## config.mk

```make
export PLATFORM = sky130hd
export DESIGN_NAME = ps2_rx_fifo
export DESIGN_NICKNAME = d
export VERILOG_FILES = /design/src/rtl/ps2_rx_fifo.sv
export SDC_FILE = /design/constraint.sdc
export NUM_CORES = 1
export LEC_CHECK = 0
export ABC_CLOCK_PERIOD_IN_PS = 7500
export BUFFER_PORTS_ARGS = -buffer_cell sky130_fd_sc_hd__clkbuf_2
export CAP_MARGIN = 20
export CORE_UTILIZATION = 50
export DETAILED_ROUTE_END_ITERATION = 6
export HOLD_SLACK_MARGIN = 0.03
export PLACE_DENSITY = 0.64
export SYNTH_ARGS = -nofsm -noshare
export SYNTH_HDL_FRONTEND = slang
export SYNTH_SLANG_ARGS = --single-unit
export TNS_END_PERCENT = 30
```

## constraint.sdc

```tcl
create_clock -name CLOCK_50 -period 7.5 [get_ports CLOCK_50]
set_input_delay 1.125 -clock CLOCK_50 [delete_from_list [all_inputs] [get_ports CLOCK_50]]
set_output_delay 1.125 -clock CLOCK_50 [all_outputs]
set_load 0.1 [all_outputs]
```

## src/rtl/ps2_rx_fifo.sv

```systemverilog
// PS/2 keyboard receiver: synchronise and de-glitch the bus, deframe 11-bit frames,
// fold E0/F0 prefixes into key events and queue them in a first-word-fall-through FIFO.
module ps2_rx_fifo #(
  parameter int unsigned FIFO_DEPTH     = 8,
  parameter int unsigned FILTER_LEN     = 8,
  parameter int unsigned TIMEOUT_CYCLES = 50000
) (
  input  logic                          CLOCK_50,
  input  logic                          RESET,
  input  logic                          PS2_KBCLK,
  input  logic                          PS2_KBDAT,
  input  logic                          evt_ready,
  output logic                          evt_valid,
  output logic [7:0]                    evt_code,
  output logic                          evt_ext,
  output logic                          evt_break,
  output logic [$clog2(FIFO_DEPTH):0]   evt_count,
  output logic                          overflow,
  output logic                          parity_err,
  output logic                          frame_err,
  output logic [15:0]                   led
);

  localparam int unsigned AW = $clog2(FIFO_DEPTH);
  localparam int unsigned CW = AW + 1;
  localparam int unsigned FW = $clog2(FILTER_LEN + 1);
  localparam int unsigned TW = $clog2(TIMEOUT_CYCLES + 1);
  localparam logic [FW-1:0] FiltMax = FW'(FILTER_LEN - 1);
  localparam logic [TW-1:0] TmoMax  = TW'(TIMEOUT_CYCLES - 1);
  localparam logic [CW-1:0] Full    = CW'(FIFO_DEPTH);

  typedef enum logic [1:0] {StIdle, StData, StParity, StStop} state_e;

  // Bit 0 carries the PS/2 clock, bit 1 the PS/2 data.
  logic [1:0] sync1_q, sync1_d, sync2_q, sync2_d, filt_q, filt_d;
  logic [FW-1:0] fcnt_q [2];
  logic [FW-1:0] fcnt_d [2];
  logic fclk_prev_q, fclk_prev_d, strobe, fdat;

  state_e state_q, state_d;
  logic [2:0] bit_idx_q, bit_idx_d;
  logic [7:0] shift_q, shift_d, byte_q, byte_d;
  logic par_ok_q, par_ok_d, byte_vld_q, byte_vld_d;
  logic perr_q, perr_d, ferr_q, ferr_d;
  logic [TW-1:0] tmo_q, tmo_d;

  logic ext_q, ext_d, brk_q, brk_d, push;
  logic [9:0] mem_q [FIFO_DEPTH];
  logic [9:0] mem_d [FIFO_DEPTH];
  logic [AW-1:0] wr_ptr_q, wr_ptr_d, rd_ptr_q, rd_ptr_d;
  logic [CW-1:0] cnt_q, cnt_d;
  logic ovf_q, ovf_d, pop, do_push;
  logic [15:0] led_q, led_d;

  always_comb begin
    sync1_d = {PS2_KBDAT, PS2_KBCLK};
    sync2_d = sync1_q;
    filt_d  = filt_q;
    fcnt_d  = fcnt_q;
    // Count consecutive samples that disagree with the filtered level.
    for (int i = 0; i < 2; i++) begin
      if (sync2_q[i] == filt_q[i]) begin
        fcnt_d[i] = '0;
      end else if (fcnt_q[i] == FiltMax) begin
        filt_d[i] = sync2_q[i];
        fcnt_d[i] = '0;
      end else begin
        fcnt_d[i] = fcnt_q[i] + FW'(1);
      end
    end
    fclk_prev_d = filt_q[0];
  end

  assign strobe = fclk_prev_q & ~filt_q[0];
  assign fdat   = filt_q[1];

  always_comb begin
    state_d    = state_q;
    bit_idx_d  = bit_idx_q;
    shift_d    = shift_q;
    byte_d     = byte_q;
    par_ok_d   = par_ok_q;
    tmo_d      = tmo_q;
    byte_vld_d = 1'b0;
    perr_d     = 1'b0;
    ferr_d     = 1'b0;
    if (strobe) begin
      tmo_d = '0;
      unique case (state_q)
        StIdle: begin
          if (!fdat) begin
            state_d   = StData;
            bit_idx_d = 3'd0;
          end
        end
        StData: begin
          shift_d   = {fdat, shift_q[7:1]};
          bit_idx_d = bit_idx_q + 3'd1;
          if (bit_idx_q == 3'd7) state_d = StParity;
        end
        StParity: begin
          par_ok_d = ^{shift_q, fdat};
          perr_d   = ~par_ok_d;
          state_d  = StStop;
        end
        StStop: begin
          if (fdat && par_ok_q) begin
            byte_vld_d = 1'b1;
            byte_d     = shift_q;
          end else if (!fdat) begin
            ferr_d = 1'b1;
          end
          state_d = StIdle;
        end
        default: state_d = StIdle;
      endcase
    end else if (state_q != StIdle) begin
      if (tmo_q == TmoMax) begin
        ferr_d  = 1'b1;
        tmo_d   = '0;
        state_d = StIdle;
      end else begin
        tmo_d = tmo_q + TW'(1);
      end
    end
  end

  always_comb begin
    ext_d = ext_q;
    brk_d = brk_q;
    push  = 1'b0;
    if (perr_q || ferr_q) begin
      ext_d = 1'b0;
      brk_d = 1'b0;
    end else if (byte_vld_q) begin
      if (byte_q == 8'hE0) begin
        ext_d = 1'b1;
      end else if (byte_q == 8'hF0) begin
        brk_d = 1'b1;
      end else begin
        push  = 1'b1;
        ext_d = 1'b0;
        brk_d = 1'b0;
      end
    end
  end

  always_comb begin
    pop      = (cnt_q != '0) && evt_ready;
    do_push  = push && ((cnt_q != Full) || pop);
    ovf_d    = ovf_q | (push && !do_push);
    mem_d    = mem_q;
    wr_ptr_d = wr_ptr_q;
    rd_ptr_d = rd_ptr_q;
    cnt_d    = cnt_q;
    led_d    = led_q;
    if (do_push) begin
      mem_d[wr_ptr_q] = {ext_q, brk_q, byte_q};
      wr_ptr_d        = wr_ptr_q + AW'(1);
      led_d           = brk_q ? 16'h0000 : {(ext_q ? 8'hE0 : 8'h00), byte_q};
    end
    if (pop) rd_ptr_d = rd_ptr_q + AW'(1);
    if (do_push && !pop) cnt_d = cnt_q + CW'(1);
    else if (pop && !do_push) cnt_d = cnt_q - CW'(1);
  end

  always_ff @(posedge CLOCK_50 or posedge RESET) begin
    if (RESET) begin
      sync1_q     <= 2'b11;
      sync2_q     <= 2'b11;
      filt_q      <= 2'b11;
      fcnt_q      <= '{default: '0};
      fclk_prev_q <= 1'b1;
      state_q     <= StIdle;
      bit_idx_q   <= 3'd0;
      shift_q     <= 8'h00;
      byte_q      <= 8'h00;
      par_ok_q    <= 1'b0;
      byte_vld_q  <= 1'b0;
      perr_q      <= 1'b0;
      ferr_q      <= 1'b0;
      tmo_q       <= '0;
      ext_q       <= 1'b0;
      brk_q       <= 1'b0;
      mem_q       <= '{default: '0};
      wr_ptr_q    <= '0;
      rd_ptr_q    <= '0;
      cnt_q       <= '0;
      ovf_q       <= 1'b0;
      led_q       <= 16'h0000;
    end else begin
      sync1_q     <= sync1_d;
      sync2_q     <= sync2_d;
      filt_q      <= filt_d;
      fcnt_q      <= fcnt_d;
      fclk_prev_q <= fclk_prev_d;
      state_q     <= state_d;
      bit_idx_q   <= bit_idx_d;
      shift_q     <= shift_d;
      byte_q      <= byte_d;
      par_ok_q    <= par_ok_d;
      byte_vld_q  <= byte_vld_d;
      perr_q      <= perr_d;
      ferr_q      <= ferr_d;
      tmo_q       <= tmo_d;
      ext_q       <= ext_d;
      brk_q       <= brk_d;
      mem_q       <= mem_d;
      wr_ptr_q    <= wr_ptr_d;
      rd_ptr_q    <= rd_ptr_d;
      cnt_q       <= cnt_d;
      ovf_q       <= ovf_d;
      led_q       <= led_d;
    end
  end

  assign evt_valid  = (cnt_q != '0);
  assign evt_ext    = mem_q[rd_ptr_q][9];
  assign evt_break  = mem_q[rd_ptr_q][8];
  assign evt_code   = mem_q[rd_ptr_q][7:0];
  assign evt_count  = cnt_q;
  assign overflow   = ovf_q;
  assign parity_err = perr_q;
  assign frame_err  = ferr_q;
  assign led        = led_q;

endmodule

```

======== Word-level counts from Yosys, hierarchy flattened ========
Index checks and enable logic that the tools add are counted.
cells by class
  $add $sub $neg .......................... 8
  $lt $le $gt $ge ......................... 3
  eq/ne operators ......................... 17
  muxes and demuxes ....................... 48
  bitwise operators ....................... 8
  reductions and logical operators ........ 29
operator list
  cell                                                                   number
  80-bit bitwise mux                                                     1
  16-bit 2-to-1 mux                                                      4
  10-bit binary-select mux with 3-bit select                             1
  10-bit demux with 3-bit select                                         1
  10-bit 2-to-1 mux                                                      3
  4-bit 2-to-1 mux                                                       6
  1-bit 2-to-1 mux                                                       23
  16-bit by 1-bit adder with 16-bit output, second input constant        1
  16-bit equality test, second input constant                            1
  8-bit equality test, second input constant                             2
  4-bit by 1-bit adder with 4-bit output, second input constant          3
  2-bit AND reduction                                                    6
  2-bit nonzero test                                                     6
  2-bit 2-to-1 mux                                                       5
  3-bit by 1-bit adder with 3-bit output, second input constant          3
  3-bit inequality test, second input constant                           3
  9-bit XOR reduction                                                    1
  4-bit by 3-bit equality test with 1-bit output, second input constant  2
  4-bit greater-or-equal comparator, second input constant               2
  8-bit 2-to-1 mux                                                       1
  3-bit NOT with 4-bit output                                            2
  2-bit one-hot mux with 4 select lines                                  1
  1-bit logical AND                                                      7
  3-bit one-hot mux with 2 select lines                                  1
  18 further kinds                                                       27
storage, ports and cells
  bits in registers ....................... 165
  input bits .............................. 5
  output and inout port bits .............. 34
  logic and storage cells ................. 144

======== Longest topological paths before layout ========
  depth in word-level cells ............... 10
  gate-level depth with buffers ........... 14
  depth with buffers taken out ............ 12

======== Worst setup path after synthesis ========
OpenSTA, ideal clock, no wires.
  path kind ............................... input -> register
  start ................................... input port evt_ready
  end ..................................... register cnt_q[3] (netlist: evt_count[3])
  arrival ................................. 3.411 ns
  data required time ...................... 7.338 ns
  slack ................................... 3.926 ns
  stages on the path ...................... 14
  buffers on the path ..................... 2
  cell sequence ........................... nand2b_1 > nor4_1 > or4_1 > buf_6 > inv_2 > clkbuf_1 > ha_1 > inv_1 > ha_1 > a21o_1 > a21oi_1 > xnor2_1 > nor2_1 > xor2_1
between the ends
  cells in the longest elaborated chain, start to end .. 6
  elaborated cells between the ends (all ways) .. 9
  those cells by class .................... mux (1); reduce/logical (8)
RTL lines
  what                                 line  source
  start, declared                      12    input logic evt_ready,
  1-bit logical AND (*)                149   pop = (cnt_q != '0) && evt_ready;
  1-bit logical OR (*)                 150   do_push = push && ((cnt_q != Full) || pop);
  1-bit logical AND (*)                150
  via do_push                          52    logic ovf_q, ovf_d, pop, do_push;
  1-bit logical NOT                    164   else if (pop && !do_push) cnt_d = cnt_q - CW'(1);
  1-bit logical AND                    164
  2-bit nonzero test (no source line)  -
  end signal, assigned                 211   cnt_q <= cnt_d;
  end, declared                        51    logic [CW-1:0] cnt_q, cnt_d;
The timed path passes the listed nets; every way through them passes the cells marked *.
A chain may end at the register's enable or synchronous reset.

======== Final worst setup path ========
  start ................................... register rd_ptr_q[1]
  end ..................................... output port evt_ext
between the ends
  cells in the longest elaborated chain, start to end .. 4
RTL lines
  what                                               line  source
  start, declared                                    50    logic [AW-1:0] wr_ptr_q, wr_ptr_d, rd_ptr_q, rd_ptr_d;
  start signal, assigned                             210   rd_ptr_q <= rd_ptr_d;
  3-bit NOT with 4-bit output (not written as such)  218   assign evt_ext = mem_q[rd_ptr_q][9];
  10-bit binary-select mux with 3-bit select         218
  10-bit 2-to-1 mux (2 in a row)                     -
  end, declared                                      15    output logic evt_ext,
Every way passes these cells. The select of a mux whose other input is x is not followed.

==> key figures <==
CTS
  – Clock tree from TritonCTS: built
  – # hold bufs at CTS: 0
  – Clock tree buffer depth: 2
  – Clock-pin slew on the worst setup and hold paths: 0.06 ns
  – Post_cts resized: 0
  – Clock sinks: 158
  – Number of clock buffers inserted by TritonCTS: 17
  – H-Tree Depth: 4
  – Clk_lat worst skew: 0.43 ns
  – Buffer count from post-CTS setup fixing: 0
  – Root buffer cell: sky130_fd_sc_hd__clkbuf_16

Run status
  – Status: complete, no violations

Timing
  – Unrepaired setup endpoints after global routing: no
  – Number of pins with negative max-slew slack in the final report: 0
  – Share of the clock period used by the worst path: approximately half
  – Final hold vios: 0
  – Setup Total Neg Slack: 0 ns
  – Minimum setup slack in the final design: 3.64 ns
  – Final critical path time including I/O delays and setup: 3.86 ns
  – Max Freq: 259 MHz
  – Post-Route Skew: 0.0141 ns
  – Total setup violations reported at the end of the flow: 0
  – Max_slew headroom: between 20% and 30%
  – Slew at the pin closest to its max-slew limit: 1.11 ns

Cells and area
  – Number of nets in the finished design: 611
  – End-of-flow core utilization: between 50% and 60%
  – Synth-to-layout area growth: 11.8%
  – Share of layout cells above drive strength 1: 34.2%
  – Inserted Diodes: 0
  – Commonest non-fill, non-tap cell in the layout: sky130_fd_sc_hd__dfrtp_1
  – Leading cell types in the layout, fill and taps excluded: sky130_fd_sc_hd__dfrtp_1 (150), sky130_fd_sc_hd__mux2_2 (81), sky130_fd_sc_hd__nand2_1 (72), sky130_fd_sc_hd__clkbuf_2 (33), sky130_fd_sc_hd__nor2_1 (27)
  – Fill cell total of the finished layout: 1167

Route
  – Routed wire length per instance: 18.0 microns
  – Ratio of routed vias to standard cells: 5.49
  – Starting DRT DRC Count: 296
  – DRC Markers: 0
  – Detailed-route wire length: 14100 microns
  – Count of antenna-violating nets left after detailed routing: 0
  – 1st-pass router iterations: 4
  – Total number of vias: 4314

Synthesis
  – Share of synthesized flip-flops with an asynchronous set or reset: 100%
  – Synthesized area per cell: between 10 and 15 sq um
  – Cell area after synthesis: ~0.0074 sq mm
  – Syn Inst Count: between 500 and 600
  – Share of Yosys cell area claimed by the top area cell type: between 50% and 60%
  – Number of synthesized flops with an enable pin: 0
  – Leading post-synthesis cells by cell area: sky130_fd_sc_hd__dfrtp_1 (51%), sky130_fd_sc_hd__mux2_2 (12%), sky130_fd_sc_hd__mux4_2 (6.1%)
  – Synth Register Bits: about 160
  – Number of distinct library cells after synthesis: 52
  – Dominant cell type by area after synthesis: sky130_fd_sc_hd__dfrtp_1
  – Top_reg_cell synth: sky130_fd_sc_hd__dfrtp_1
  – Total of warnings raised by yosys: 0
  – Portion of the post-synthesis area used by sequential elements: between 50% and 60%

Critical path
  – Critical Path Sink Type: output port
  – Kind of launch point of the worst setup path: flop
  – Critical setup path kind: flop to output port
  – Highest net fanout along the worst path: 22
  – Arrival time of data at the critical path endpoint: 2.73 ns
  – Required time at the worst-slack endpoint: 6.38 ns

Floorplan
  – Y dimension of the die: 123 microns
  – Width of the die: between 100 and 150 microns
  – Top-level I/O count: 39
  – Die Footprint: 0.0152 sq mm
  – Number of core rows: 44
  – Floorplan Core Area: 0.0145 sq mm
  – Initial Utilization: between 50% and 60%

Placement
  – Routability congestion estimate from global placement: between 0.7 and 0.8
  – Count of buffers inserted at the top-level ports: 33
  – Placement Setup Slack: 3.43 ns
  – Dpl hpwl: 8970 microns

Power
  – Peak supply drop: around 0.18 mV
  – Leakage component of the power: 3.94 nW
  – Sum of internal, switching and leakage power: 2.42 mW
  – Power density over the cells: between 200 and 300 mW/mm^2

Global routing
  – Total gr overflow: 0
  – Global-route wire length before repair: 23400 microns
  – Overall Global Routing Usage: 20.7%
  – Antenna violations before repair: 0
  – Pin count of the biggest net entering global routing: 93
  – Vias in the first global route: around 4.5k

Job
  – Max-cap violations: 0

Hold path
  – HP Class: flop to flop
critical path, stage by stage, from the launching register on:
cell and delay, ns:
sky130_fd_sc_hd__dfrtp_1 1.08, sky130_fd_sc_hd__mux4_2 0.60, sky130_fd_sc_hd__mux2_2 0.26, sky130_fd_sc_hd__clkbuf_2 0.37
area by class of cell:
class	instances	area, sq um	area share [%]
Clock buffer	25	526	6.37
Clock inverter	5	77.6	0.941
Inverter	8	35.0	0.425
Multi-Input combinational cell	369	3220	39.0
Sequential cell	158	3960	48.1
Tap cell	184	230	2.79
Timing Repair Buffer	37	195	2.37
report_power, final:
group	switching [mW]	leakage, nW	internal (mW)
clock	0.325	0.297	0.547
combinational	0.277	1.51	0.193
sequential	0.151	2.14	0.929
total	0.753	3.94	1.67
metal layers:
metal,up-vias,global-route usage [%],wire length (microns)
met3,14,5.67,434
met4,0,5.72,126
met5,-,0,0
li1,2025,-,-
met1,2212,27.1,6530
met2,63,33.9,7060
path summary, 6_finish.rpt:
check / startpoint / endpoint / slack (ns) / cells after the start
min reg2reg: sync1_q[1]$_DFF_PP1_ / sync2_q[1]$_DFF_PP1_ / 0.36 / 0
min in group asynchronous: RESET / evt_count[2]$_DFFE_PP0P_ / 0.85 / 2
max: rd_ptr_q[1]$_DFFE_PP0P_ / evt_ext / 3.64 / 3
min: sync1_q[1]$_DFF_PP1_ / sync2_q[1]$_DFF_PP1_ / 0.36 / 0
max reg2reg: byte_q[1]$_DFFE_PP0P_ / evt_count[3]$_DFFE_PP0P_ / 3.77 / 12
max in group asynchronous: RESET / mem_q[75]$_DFFE_PP0P_ / 5.27 / 3
cell families after synthesis:
kind of cell / after synthesis / share of synthesized area, %
AND/OR/NAND/NOR: 164 / 11.3
flip-flops: 158 / 53.7
multiplexers: 122 / 22.7
buffers and inverters: 48 / 3.24
XOR/XNOR: 32 / 3.80
AO/OA/AOI/OAI: 31 / 2.65
adder cells (fa/ha/maj): 15 / 2.65
other: 1 / 0.0508
state kept, by name (all words and copies together), names as in the netlist, 3 cells and up:
name / flops
rd_ptr_q: 3
byte_q: 8
shift_q: 8
led: 9
fcnt_q: 8
mem_q: 80
tmo_q: 16
evt_count: 4
bit_idx_q: 3
wr_ptr_q: 3
Yosys cell counts, types with 3 or more instances:
| library cell | n |
|---|---|
| sky130_fd_sc_hd__buf_1 | 3 |
| sky130_fd_sc_hd__or4_1 | 3 |
| sky130_fd_sc_hd__a21oi_1 | 11 |
| sky130_fd_sc_hd__dfstp_2 | 7 |
| sky130_fd_sc_hd__xnor2_1 | 22 |
| sky130_fd_sc_hd__nor3_1 | 6 |
| sky130_fd_sc_hd__mux4_2 | 20 |
| sky130_fd_sc_hd__o21ai_0 | 7 |
| sky130_fd_sc_hd__clkbuf_1 | 21 |
| sky130_fd_sc_hd__nor4b_1 | 3 |
| sky130_fd_sc_hd__nand2_1 | 72 |
| sky130_fd_sc_hd__nor2b_1 | 6 |
| sky130_fd_sc_hd__xor2_1 | 10 |
| sky130_fd_sc_hd__buf_6 | 3 |
| sky130_fd_sc_hd__mux2_2 | 81 |
| sky130_fd_sc_hd__nor2_1 | 27 |
| sky130_fd_sc_hd__nand3b_1 | 11 |
| sky130_fd_sc_hd__mux2_4 | 20 |
| sky130_fd_sc_hd__dfrtp_1 | 151 |
| sky130_fd_sc_hd__buf_2 | 5 |
| sky130_fd_sc_hd__ha_1 | 14 |
| sky130_fd_sc_hd__inv_1 | 6 |
| sky130_fd_sc_hd__nand2b_1 | 4 |
| sky130_fd_sc_hd__buf_4 | 8 |
| sky130_fd_sc_hd__nand3_1 | 14 |
per-stage QoR:
stage | cells | hold WS (ns) | area, sq um
CTS | 786 | 0.356 | 8250
global placement | 756 | 0.345 | 7640
floorplan | 575 | 0.345 | 7390
finish | 786 | 0.355 | 8250
global route | 786 | 0.361 | 8250
detailed placement | 756 | 0.347 | 7640
(Power assumes the default switching activity.)
